==> src/rtl/pas_daemon_scheduler.sv <==
// Round-robin front end sharing one pas_daemons unit; energy trip drains the daemon, then holds a Landauer cool-down window.
// Latency: grant at t -> dmn_valid t+1 -> rsp t+2+DAEMON_LAT. Backpressure: req_ready is a combinational one-hot grant, zero outside RUN; responses have none.
// Optional: PAS_SCHED_STATS_EN enables the saturating sink_count; otherwise sink_count is tied to 0.
module pas_daemon_scheduler #(
  parameter int          NUM_REQ     = 4,
  parameter int          ID_W        = 2,
  parameter int          DAEMON_LAT  = 1,
  parameter logic [31:0] ENERGY_HI   = 32'hF0000000,
  parameter int          COOL_CYCLES = 16
) (
  input  logic                    clk,
  input  logic                    reset,
  input  logic [NUM_REQ-1:0]      req_valid,
  output logic [NUM_REQ-1:0]      req_ready,
  input  logic [NUM_REQ*32-1:0]   req_entropy,
  input  logic [NUM_REQ*32-1:0]   req_work,
  output logic                    dmn_valid,
  output logic [31:0]             dmn_entropy,
  output logic [31:0]             dmn_work,
  input  logic [1:0]              dmn_gate,
  input  logic [31:0]             dmn_energy,
  output logic                    rsp_valid,
  output logic [ID_W-1:0]         rsp_id,
  output logic [1:0]              rsp_gate,
  output logic                    landauer_req,
  output logic [1:0]              sched_state,
  output logic [15:0]             sink_count
);

  localparam int CNT_W = (COOL_CYCLES > 1) ? $clog2(COOL_CYCLES) : 1;

  localparam logic [1:0] ST_RUN   = 2'b00;
  localparam logic [1:0] ST_DRAIN = 2'b01;
  localparam logic [1:0] ST_COOL  = 2'b10;

  logic [1:0]               r_state;
  logic [ID_W-1:0]          r_ptr;
  logic [CNT_W-1:0]         r_cool_cnt;
  logic                     r_dmn_valid;
  logic [31:0]              r_dmn_entropy;
  logic [31:0]              r_dmn_work;
  logic [ID_W-1:0]          r_iss_id;
  logic [DAEMON_LAT-1:0]    r_tag_vld;
  logic [DAEMON_LAT*ID_W-1:0] r_tag_id;
  logic                     r_rsp_valid;
  logic [ID_W-1:0]          r_rsp_id;
  logic [1:0]               r_rsp_gate;

  logic                     w_run;
  logic                     w_grant_vld;
  logic                     w_hs;
  logic                     w_trip;
  logic                     w_drained;
  int                       w_grant_idx;
  int                       w_scan;
  logic [NUM_REQ-1:0]       w_ready;
  logic [31:0]              w_sel_entropy;
  logic [31:0]              w_sel_work;
  logic [ID_W-1:0]          w_ptr_nxt;
  logic [DAEMON_LAT:0]      w_tag_vld_in;
  logic [(DAEMON_LAT+1)*ID_W-1:0] w_tag_id_in;

  // Reset input gates the grant so req_ready is 0 while reset is held.
  assign w_run = (r_state == ST_RUN) & reset;

  always_comb begin
    w_grant_vld = 1'b0;
    w_grant_idx = 0;
    w_scan      = 0;
    for (int k = 0; k < NUM_REQ; k++) begin
      w_scan = int'(r_ptr) + k;
      if (w_scan >= NUM_REQ) w_scan = w_scan - NUM_REQ;
      for (int i = 0; i < NUM_REQ; i++) begin
        if (!w_grant_vld && (w_scan == i) && req_valid[i]) begin
          w_grant_vld = 1'b1;
          w_grant_idx = i;
        end
      end
    end
  end

  always_comb begin
    w_ready       = '0;
    w_sel_entropy = '0;
    w_sel_work    = '0;
    for (int i = 0; i < NUM_REQ; i++) begin
      if (w_grant_idx == i) begin
        w_sel_entropy = req_entropy[32*i +: 32];
        w_sel_work    = req_work[32*i +: 32];
        w_ready[i]    = w_run & w_grant_vld;
      end
    end
  end

  assign req_ready    = w_ready;
  assign w_hs         = w_run & w_grant_vld;
  assign w_ptr_nxt    = (w_grant_idx == NUM_REQ - 1) ? '0 : ID_W'(w_grant_idx + 1);
  assign w_trip       = dmn_energy > ENERGY_HI;
  assign w_drained    = !r_dmn_valid && !(|r_tag_vld);
  assign w_tag_vld_in = {r_tag_vld, r_dmn_valid};
  assign w_tag_id_in  = {r_tag_id, r_iss_id};

  always_ff @(posedge clk or negedge reset) begin
    if (!reset) begin
      r_state    <= ST_RUN;
      r_cool_cnt <= '0;
    end else begin
      case (r_state)
        ST_RUN: begin
          if (w_trip) r_state <= ST_DRAIN;
        end
        ST_DRAIN: begin
          if (w_drained) begin
            r_state    <= ST_COOL;
            r_cool_cnt <= CNT_W'(COOL_CYCLES - 1);
          end
        end
        ST_COOL: begin
          if (r_cool_cnt == '0) r_state <= ST_RUN;
          else                  r_cool_cnt <= r_cool_cnt - CNT_W'(1);
        end
        default: r_state <= ST_RUN;
      endcase
    end
  end

  always_ff @(posedge clk or negedge reset) begin
    if (!reset) begin
      r_ptr         <= '0;
      r_dmn_valid   <= 1'b0;
      r_dmn_entropy <= '0;
      r_dmn_work    <= '0;
      r_iss_id      <= '0;
    end else begin
      r_dmn_valid <= w_hs;
      if (w_hs) begin
        r_ptr         <= w_ptr_nxt;
        r_dmn_entropy <= w_sel_entropy;
        r_dmn_work    <= w_sel_work;
        r_iss_id      <= ID_W'(w_grant_idx);
      end
    end
  end

  // Tag shift register: the oldest stage lines up with dmn_gate for its sample.
  always_ff @(posedge clk or negedge reset) begin
    if (!reset) begin
      r_tag_vld <= '0;
      r_tag_id  <= '0;
    end else begin
      r_tag_vld <= w_tag_vld_in[DAEMON_LAT-1:0];
      r_tag_id  <= w_tag_id_in[DAEMON_LAT*ID_W-1:0];
    end
  end

  always_ff @(posedge clk or negedge reset) begin
    if (!reset) begin
      r_rsp_valid <= 1'b0;
      r_rsp_id    <= '0;
      r_rsp_gate  <= 2'b01;
    end else begin
      r_rsp_valid <= r_tag_vld[DAEMON_LAT-1];
      if (r_tag_vld[DAEMON_LAT-1]) begin
        r_rsp_id   <= r_tag_id[DAEMON_LAT*ID_W-1 -: ID_W];
        r_rsp_gate <= dmn_gate;
      end
    end
  end

  assign dmn_valid    = r_dmn_valid;
  assign dmn_entropy  = r_dmn_entropy;
  assign dmn_work     = r_dmn_work;
  assign rsp_valid    = r_rsp_valid;
  assign rsp_id       = r_rsp_id;
  assign rsp_gate     = r_rsp_gate;
  assign landauer_req = (r_state == ST_COOL);
  assign sched_state  = r_state;

`ifdef PAS_SCHED_STATS_EN
  logic [15:0] r_sink_count;

  always_ff @(posedge clk or negedge reset) begin
    if (!reset) begin
      r_sink_count <= '0;
    end else if (r_rsp_valid && (r_rsp_gate == 2'b00) && (r_sink_count != 16'hFFFF)) begin
      r_sink_count <= r_sink_count + 16'd1;
    end
  end

  assign sink_count = r_sink_count;
`else
  assign sink_count = 16'h0000;
`endif

endmodule

==> config.mk <==
export PLATFORM = sky130hd
export DESIGN_NAME = pas_daemon_scheduler
export DESIGN_NICKNAME = d
export VERILOG_FILES = /design/src/rtl/pas_daemon_scheduler.sv
export SDC_FILE = /design/constraint.sdc
export NUM_CORES = 1
export LEC_CHECK = 0
export BUFFER_PORTS_ARGS = -buffer_cell sky130_fd_sc_hd__buf_2
export CAP_MARGIN = 20
export CORE_AREA = 2 2 149 151
export CTS_CLUSTER_SIZE = 14
export DETAILED_ROUTE_END_ITERATION = 16
export DIE_AREA = 0 0 151 153
export RECOVER_POWER = 50
export SETUP_SLACK_MARGIN = 0.1
export SLEW_MARGIN = 20
export SYNTH_ARGS = -nofsm -noshare
export SYNTH_HDL_FRONTEND = slang
export SYNTH_SLANG_ARGS = --single-unit
==> constraint.sdc <==
create_clock -name clk -period 3.3 [get_ports clk]
set_clock_uncertainty 0.15 [all_clocks]
set_input_delay 0.66 -clock clk [delete_from_list [all_inputs] [get_ports clk]]
set_output_delay 0.66 -clock clk [all_outputs]
set_load 0.03 [all_outputs]
==> impl_metrics.toml, run 1 <==
[routing]
drt_wl_total_um = 20000
postRouteAntennaNets = 0
first_iter_violations = 276
drtPass1Iterations = 4
wl_per_cell_um = 16.2
vias = 5993
drc = 0
via_per_inst = 4.83

[critical_path]
cp-end-kind = "output port"
crit_top_cell = "buf_2"
critPathMaxStageDelay_ns = 0.27
crit_required_ns = 2.49
cp_data_arrival_time_ns = 2.14
slowest_stage = "a211oi_1"
path_class = "in -> out"
path_max_fanout = 5
crit_buf_inv = 4
worstSetupStartpointType = "input port"
critical-path-top-delay-family = "buffers and inverters"
crit_chain = "buf_2, a22o_1, a211oi_1, buf_4, inv_1, ha_1, and2_1, buf_2"

[sta]
hold_viol_final = 0
finalSetupTns_ns = 0
tightestPinTransition_ns = 1.18
min_period_over_period = 0.895
fmax_ghz = 0.339
period_minus_slack_ns = 2.95
final-setup-viol-count = 0
final_max_slew_viol_count = 0
relSlewSlack = 0.211
rsz0062_at_grt = "no"

[floorplanning]
die_w_um = 151
die-area_mm2 = 0.0231
start_util = 0.242
coreArea_mm2 = 0.0215
die_height_um = 153
top_level_ports = 389
rows = 54

[grt]
grt_max_degree = 75
grtUsageTotal = 0.167
antenna_found_initial = 1
grt_pass1_vias = 5665
grt_pass1_wl_um = 30300
grt_overflow = 0

[cts]
cts-hold-fix-buffers = 0
clkSinkCount = 83
cts_tree = "built"
cts_setup_buffers = 0
clkTransAtPathRegs_ns = 0.07
worstSkewPairLatency_ns = 0.34
htreeDepth = 3
root_buffer = "clkbuf_16"
cts_resized = 0
numCtsBuffers = 9
cts_buffer_depth = 2

[place]
place_congestion = 0.822
place_hpwl_um = 14900
portBuffers = 372

[final_layout]
fill_cells = 2291
finalNetCount = 1255
final_common_cell = "buf_2"
area_delta_synth_final_pct = 44.8
final_cell_mix = "buf_2, a21oi_1, dfrtp_1"
post_route_cells_drive_above_1_share = 0.375

[yosys]
seq_area_frac_synth = 0.399
synth_seq_cells = 83
synthDistinctLibCells = 37
synth_ff_type = "dfrtp_1"
async_flop_share = 1.00
syn_area_mm2 = 0.00520
ys_warn_count = 0
synth_edf_count = 0
syn_inst = 612
synth_area_per_cell_um2 = 8.50

[job]
cap_violations = 0

[status]
outcome = "finished, final reports clean"

[pwr]
finalPower_mw = 7.17
powerDensity_mw_per_mm2 = 952
power.static_leakage_nw = 3.79
ir_worst_vdd_uv = 410

[hold_path]
hp-class = "reg -> reg"
==> power breakdown <==
| group | switching [mW] | total, mW | internal, mW |
|---|---|---|---|
| clock network | 0.468 | 1.07 | 0.598 |
| registers | 0.318 | 1.86 | 1.54 |
| logic | 2.77 | 4.25 | 1.48 |
==> synthesized netlist by cell type, types with 4 or more instances <==
cell type	n	area, µm²
a211o_1	64	561
a21oi_1	122	611
a21oi_2	10	87.6
a221oi_1	64	561
and2_1	4	25.0
buf_2	9	45.0
buf_4	16	120
buf_6	4	45.0
clkbuf_1	40	150
dfrtp_1	82	2050
ha_1	5	62.6
inv_1	70	263
mux2_2	4	45.0
nand2_1	7	26.3
nor2_1	69	259
nor4_1	7	43.8
==> stage by stage <==
| stage | hold WS [ns] | instance area, µm² | utilization | setup slack [ns] | cells |
|---|---|---|---|---|---|
| 2_1_floorplan | 0.197 | 5260 | - | 0.120 | 627 |
| 3_3_place_gp | 0.204 | 7320 | 0.341 | 0.282 | 1223 |
| 3_5_place_dp | 0.204 | 7320 | 0.341 | 0.257 | 1223 |
| 4_1_cts | 0.220 | 7620 | 0.355 | 0.350 | 1239 |
| 5_1_grt | 0.236 | 7540 | 0.351 | 0.197 | 1239 |
| 6_report | 0.217 | 7540 | 0.351 | 0.348 | 1240 |
==> worst register-to-register path: stages (launching register included) <==
cell	delay (ns)
dfrtp_1	0.44
nor3b_1	0.32
a211oi_1	0.10
buf_4	0.17
inv_1	0.11
ha_1	0.22
nor2b_4	0.19
buf_4	0.35
a221oi_1	0.17
a211o_1	0.30
a21oi_1	0.12
==> routing by layer <==
| metal | up-vias | GRT usage | routed length, µm | part of all wire |
|---|---|---|---|---|
| li1 | 2886 | - | - | - |
| met1 | 2832 | 0.218 | 8440 | 0.42 |
| met2 | 248 | 0.272 | 9700 | 0.48 |
| met3 | 27 | 0.0406 | 1490 | 0.074 |
| met4 | 0 | 0.0556 | 409 | 0.020 |
| met5 | - | 0 | 0 | 0 |
==> flip-flops by register name (all words and copies together), names as in the netlist <==
register	flops
dmn_entropy	32
dmn_valid	1
r_tag_vld	1
rsp_id	2
r_ptr	2
r_cool_cnt	4
rsp_gate	2
rsp_valid	1
r_tag_id	2
dmn_work	32
r_iss_id	2
sched_state	2
==> final timing paths <==
kind | start | end | slack [ns] | depth (start not counted)
max reg2reg | r_ptr[1] | dmn_entropy[2] | 0.59 | 10
max in group asynchronous | reset | dmn_work[20] | 0.98 | 3
max | req_valid[2] | req_ready[0] | 0.35 | 8
min in group asynchronous | reset | dmn_entropy[19] | 0.47 | 2
min reg2reg | r_iss_id[0] | r_tag_id[0] | 0.22 | 0
min | r_iss_id[0] | r_tag_id[0] | 0.22 | 0
==> area by class of cell <==
type	count	area (µm²)	area share
timing repair buffer	388	1950	0.258
clock buffer	9	225	0.0299
clock inverter	7	81.3	0.0108
tap	280	350	0.0465
antenna	1	2.50	0.000332
inverter	71	267	0.0354
sequential	83	2080	0.276
multi-input combinational	401	2590	0.343
==> kinds of logic (layout without fill, tap and decap cells) <==
logic type,Yosys count,after routing,synth area share
AO/OA/AOI/OAI,269,269,0.362
flip-flops,83,83,0.399
multiplexers,7,7,0.0149
other,1,17,0.000720
AND/OR/NAND/NOR,104,104,0.0889
adder cells (fa/ha/maj),5,5,0.0120
buffers and inverters,143,475,0.123
(Power assumes the default switching activity.)
==> run 2, diff against run 1 <==
CORE_AREA = 2 2 152 154   (was 2 2 149 151)
CTS_BUF_LIST = sky130_fd_sc_hd__clkbuf_4 sky130_fd_sc_hd__clkbuf_8 sky130_fd_sc_hd__clkbuf_16   (was default)
DIE_AREA = 0 0 154 156   (was 0 0 151 153)
==> run 2 against run 1 <==
Clock-buffer cell count stayed put. Critical path depth fell by 1. Cell area stayed put. Die area increased by 4.0%. Via count up 1.4%. Core utilization shrank 1.4 points. Non-clock buffer count is 2 higher. Sequential share of layout area unchanged. Setup slack better by 0.024 ns. Clock power down 9%. Combinational power rose by 2%. Sequential power about the same. Largest cell class unchanged.
==> impl_metrics.toml, run 2 (synthesis gave the netlist of run 1 again) <==
[status]
outcome = "finished, final reports clean"

[cts]
numCtsBuffers = 9
htreeDepth = 3
clkTransAtPathRegs_ns = 0.07
clkSinkCount = 83
cts_resized = 0
worstSkewPairLatency_ns = 0.34
cts_tree = "built"
cts-hold-fix-buffers = 0
cts_buffer_depth = 2
root_buffer = "clkbuf_16"
cts_setup_buffers = 0

[hold_path]
hp-start = "r_iss_id[1]"
whs_path_depth = 0
hp-class = "reg -> reg"

[sta]
finalSetupTns_ns = 0
tightestPinTransition_ns = 1.21
hold_ws_ns = 0.221
fmax_ghz = 0.342
min_period_over_period = 0.887
final_max_slew_viol_count = 0
hold_viol_final = 0
final-setup-viol-count = 0
rsz0062_at_grt = "no"
period_minus_slack_ns = 2.93
relSlewSlack = 0.191

[grt]
grt_max_degree = 68
grt_overflow = 0
grt_pass1_vias = 5712
grtUsageTotal = 0.159
antenna_found_initial = 1
grt_pass1_wl_um = 30700

[critical_path]
cp-startpoint = "r_ptr[0]"
timing.rr.start = "r_ptr[0]"
rr_worst_depth = 10
path_class = "reg -> out"
critical-path-top-delay-family = "buffers and inverters"
worstSetupStartpointType = "flip-flop"
crit_buf_inv = 3
cp_data_arrival_time_ns = 2.12
crit_required_ns = 2.49
critPathMaxStageDelay_ns = 0.39
slowest_stage = "dfrtp_1"
cp.depth = 7
cp-end-kind = "output port"
path_max_fanout = 5
crit_chain = "inv_1, a22o_1, a211oi_1, buf_4, ha_2, and2_1, buf_2"

[floorplanning]
coreArea_mm2 = 0.0224
rows = 55
die_height_um = 156
die_w_um = 154
start_util = 0.233
top_level_ports = 389
die-area_mm2 = 0.0240

[routing]
via_per_inst = 4.88
drt_wl_total_um = 20200
drc = 0
wl_per_cell_um = 16.2
drtPass1Iterations = 4
postRouteAntennaNets = 0
first_iter_violations = 447
vias = 6076

[place]
place_hpwl_um = 15100
place_congestion = 0.885
portBuffers = 372
dpl-instance-area_mm2 = 0.00735

[pwr]
switchingPower_mw = 3.56
p_sw_frac = 0.500
clkPwrFrac = 0.137
power_frac_seq = 0.258
comb_power_share = 0.606
ir_worst_vdd_uv = 328
power.static_leakage_nw = 3.78
powerDensity_mw_per_mm2 = 945
internal_power_mw = 3.57

[final_layout]
antenna_cells = 0
post_route_cells_drive_above_1_share = 0.376
final_cell_mix = "buf_2, a21oi_1, dfrtp_1"
area_delta_synth_final_pct = 44.8
final_common_cell = "buf_2"
finalNetCount = 1257
design_area_mm2 = 0.00754

[job]
cap_violations = 0
==> run 2: layout make-up <==
cell class | count | area [µm²]
inverter | 71 | 267
tap | 285 | 357
fill | 2400 | 14800
timing repair buffer | 390 | 1970
clock buffer | 9 | 225
sequential | 83 | 2080
multi-input combinational | 401 | 2590
clock inverter | 7 | 51.3
==> run 2: power groups by stage <==
stage          logic, mW  clock network (mW)  registers [mW]
6_report            4.32               0.973            1.84
5_1_grt             4.72                1.06            1.91
4_1_cts             4.48                1.02            1.82
3_5_place_dp        4.48                   0            1.83
3_3_place_gp        4.44                   0            1.83
2_1_floorplan       2.22                   0            2.70
==> run 2: final timing paths <==
path	slack (ns)	endpoint
max in group asynchronous	1.01	dmn_entropy[17]
worst max register to register	0.63	dmn_entropy[20]
min in group asynchronous	0.41	dmn_work[7]
worst max-delay path	0.37	req_ready[1]
worst min register to register	0.22	r_tag_id[1]
worst min-delay path	0.22	r_tag_id[1]
==> run 2: worst reg2reg max path: stages (launching register included) <==
cell and delay (ns):
dfrtp_1 0.41, inv_1 0.09, o21ai_0 0.09, a211oi_1 0.40, inv_1 0.13, ha_2 0.25, nor2b_4 0.15, buf_4 0.36
a221oi_1 0.15, a211o_1 0.29, a21oi_1 0.13
==> run 2: stage by stage <==
step                std cells  power (mW)   util  worst slack [ns]
floorplan                 627        4.92      -             0.120
global placement         1230        6.27  0.329             0.369
detailed placement       1230        6.31  0.329             0.301
CTS                      1246        7.32  0.341             0.347
global route             1246        7.68  0.337             0.205
finish                   1246        7.13  0.337             0.373
==> run 2: layer usage <==
| metal | wire [µm] | vias to the layer above | track usage |
|---|---|---|---|
| li1 | - | 2887 | - |
| met5 | 18 | - | 0 |
| met1 | 8270 | 2917 | 0.197 |
| met4 | 371 | 2 | 0.0498 |
| met2 | 10200 | 246 | 0.279 |
| met3 | 1340 | 24 | 0.0331 |
==> run 3, diff against run 2 <==
--- a/constraint.sdc
+++ b/constraint.sdc
@@ -4,2 +4,2 @@
 set_output_delay 0.66 -clock clk [all_outputs]
-set_load 0.03 [all_outputs]
+set_load 0.005 [all_outputs]
==> run 3 against run 2 <==
First-iteration DRC count fell by 25%. Non-clock buffer count fell by 1. Cell count did not move. Critical path type is now in -> out. Critical path depth rose by 1. Setup slack barely moved. Via count rose by 0.33%. Die area did not move. Routed wire length rose by 0.63%. Register-to-register slack got worse by 0.16 ns. Clock power rose by 9%. Largest power group unchanged. Combinational power fell by 20%. Clock-buffer cell count rose by 2.
==> impl_metrics.toml, run 3 (synthesis gave the netlist of run 1 again) <==
[status]
outcome = "finished, final reports clean"

[critical_path]
path_class = "in -> out"
crit_required_ns = 2.49
cp-end-kind = "output port"
path_max_fanout = 5
cp_data_arrival_time_ns = 2.12
worstSetupStartpointType = "input port"

[sta]
hold_viol_final = 0
hold_ws_ns = 0.220
min_period_over_period = 0.887
worst_slack_ns = 0.372
final_max_slew_viol_count = 0
rsz0062_at_grt = "no"
period_minus_slack_ns = 2.93
final-setup-viol-count = 0
tightestPinTransition_ns = 1.13
relSlewSlack = 0.249
finalSetupTns_ns = 0
fmax_ghz = 0.342

[cts]
htreeDepth = 3
cts_tree = "built"
cts_resized = 0
worstSkewPairLatency_ns = 0.34
root_buffer = "clkbuf_16"
numCtsBuffers = 9
cts_setup_buffers = 0
cts-hold-fix-buffers = 0
clkSinkCount = 83
cts_buffer_depth = 2
clkTransAtPathRegs_ns = 0.06

[final_layout]
finalNetCount = 1256
fill_cells = 2438
post_route_cells_drive_above_1_share = 0.394
multiInputGateArea_mm2 = 0.00259
area_delta_synth_final_pct = 46.0
final_cell_mix = "buf_2, a21oi_1, dfrtp_1"
final_common_cell = "buf_2"
seq_area_mm2 = 0.00208
final_cells = 1246
final_util = 0.340
design_area_mm2 = 0.00760

[place]
place_hpwl_um = 15100
place_congestion = 0.845
preCtsSetupSlack_ns = 0.179
portBuffers = 372
dpl-instance-area_mm2 = 0.00736
dp_cells = 1229

[job]
cap_violations = 0

[routing]
drtPass1Iterations = 7
first_iter_violations = 337
vias = 6096
drt_wl_total_um = 20300
postRouteAntennaNets = 0
drc = 0
wl_per_cell_um = 16.3
via_per_inst = 4.89

[pwr]
finalPower_mw = 6.36
ir_worst_vdd_uv = 278
power.static_leakage_nw = 3.85
powerDensity_mw_per_mm2 = 837

[floorplanning]
rows = 55
die_w_um = 154
die_height_um = 156
top_level_ports = 389
coreArea_mm2 = 0.0224
start_util = 0.233
die-area_mm2 = 0.0240

[grt]
grt_pass1_wl_um = 30600
grtUsageTotal = 0.159
grt_max_degree = 83
antenna_found_initial = 1
grt_pass1_vias = 5768
grt_overflow = 0

[hold_path]
hp-class = "reg -> reg"
run 3: cell count changes in the layout (fill, tap and decap cells not counted), sizes merged:
cell,change
clkinv,-1
bufinv,+1
clkinvlp,-2
diode,+1
buf,+17
clkbuf,-16
run 3: path summary, 6_finish.rpt:
path                                   start      endpoint  slack (ns)  cells past startpoint
worst max-delay path            req_valid[2]  req_ready[0]        0.37                      8
worst min-delay path             r_iss_id[0]   r_tag_id[0]        0.22                      0
worst max register to register      r_ptr[0]   dmn_work[2]        0.47                     11
worst min register to register   r_iss_id[0]   r_tag_id[0]        0.22                      0
max in group asynchronous              reset   dmn_work[5]        1.08                      3
min in group asynchronous              reset   dmn_work[1]        0.68                      2
run 3: power breakdown:
group,total [mW],switching (mW),internal [mW]
clock,1.06,0.441,0.622
combinational,3.46,1.91,1.55
sequential,1.84,0.301,1.54
total,6.36,2.65,3.71
run 3: worst max-delay path, stage by stage:
cell and delay, ns:
buf_2 0.12, a22o_1 0.23, a211oi_1 0.30, buf_4 0.21, inv_1 0.08, ha_1 0.24
and2_1 0.14, buf_2 0.14
run 3: area by class of cell:
type                    instances  area share
multi-input cells             401       0.340
flip-flops and latches         83       0.273
repair buffers                389       0.263
well taps                     285      0.0469
inverters                      71      0.0351
clock buffers                  11      0.0324
clock inverters                 5     0.00807
diodes                          1    0.000329
run 3: per-layer routing:
layer,part of all wire,GRT usage,vias to the layer above
li1,-,-,2882
met1,0.41,0.199,2903
met2,0.50,0.271,280
met3,0.066,0.0350,31
met4,0.023,0.0543,0
met5,0,0,-
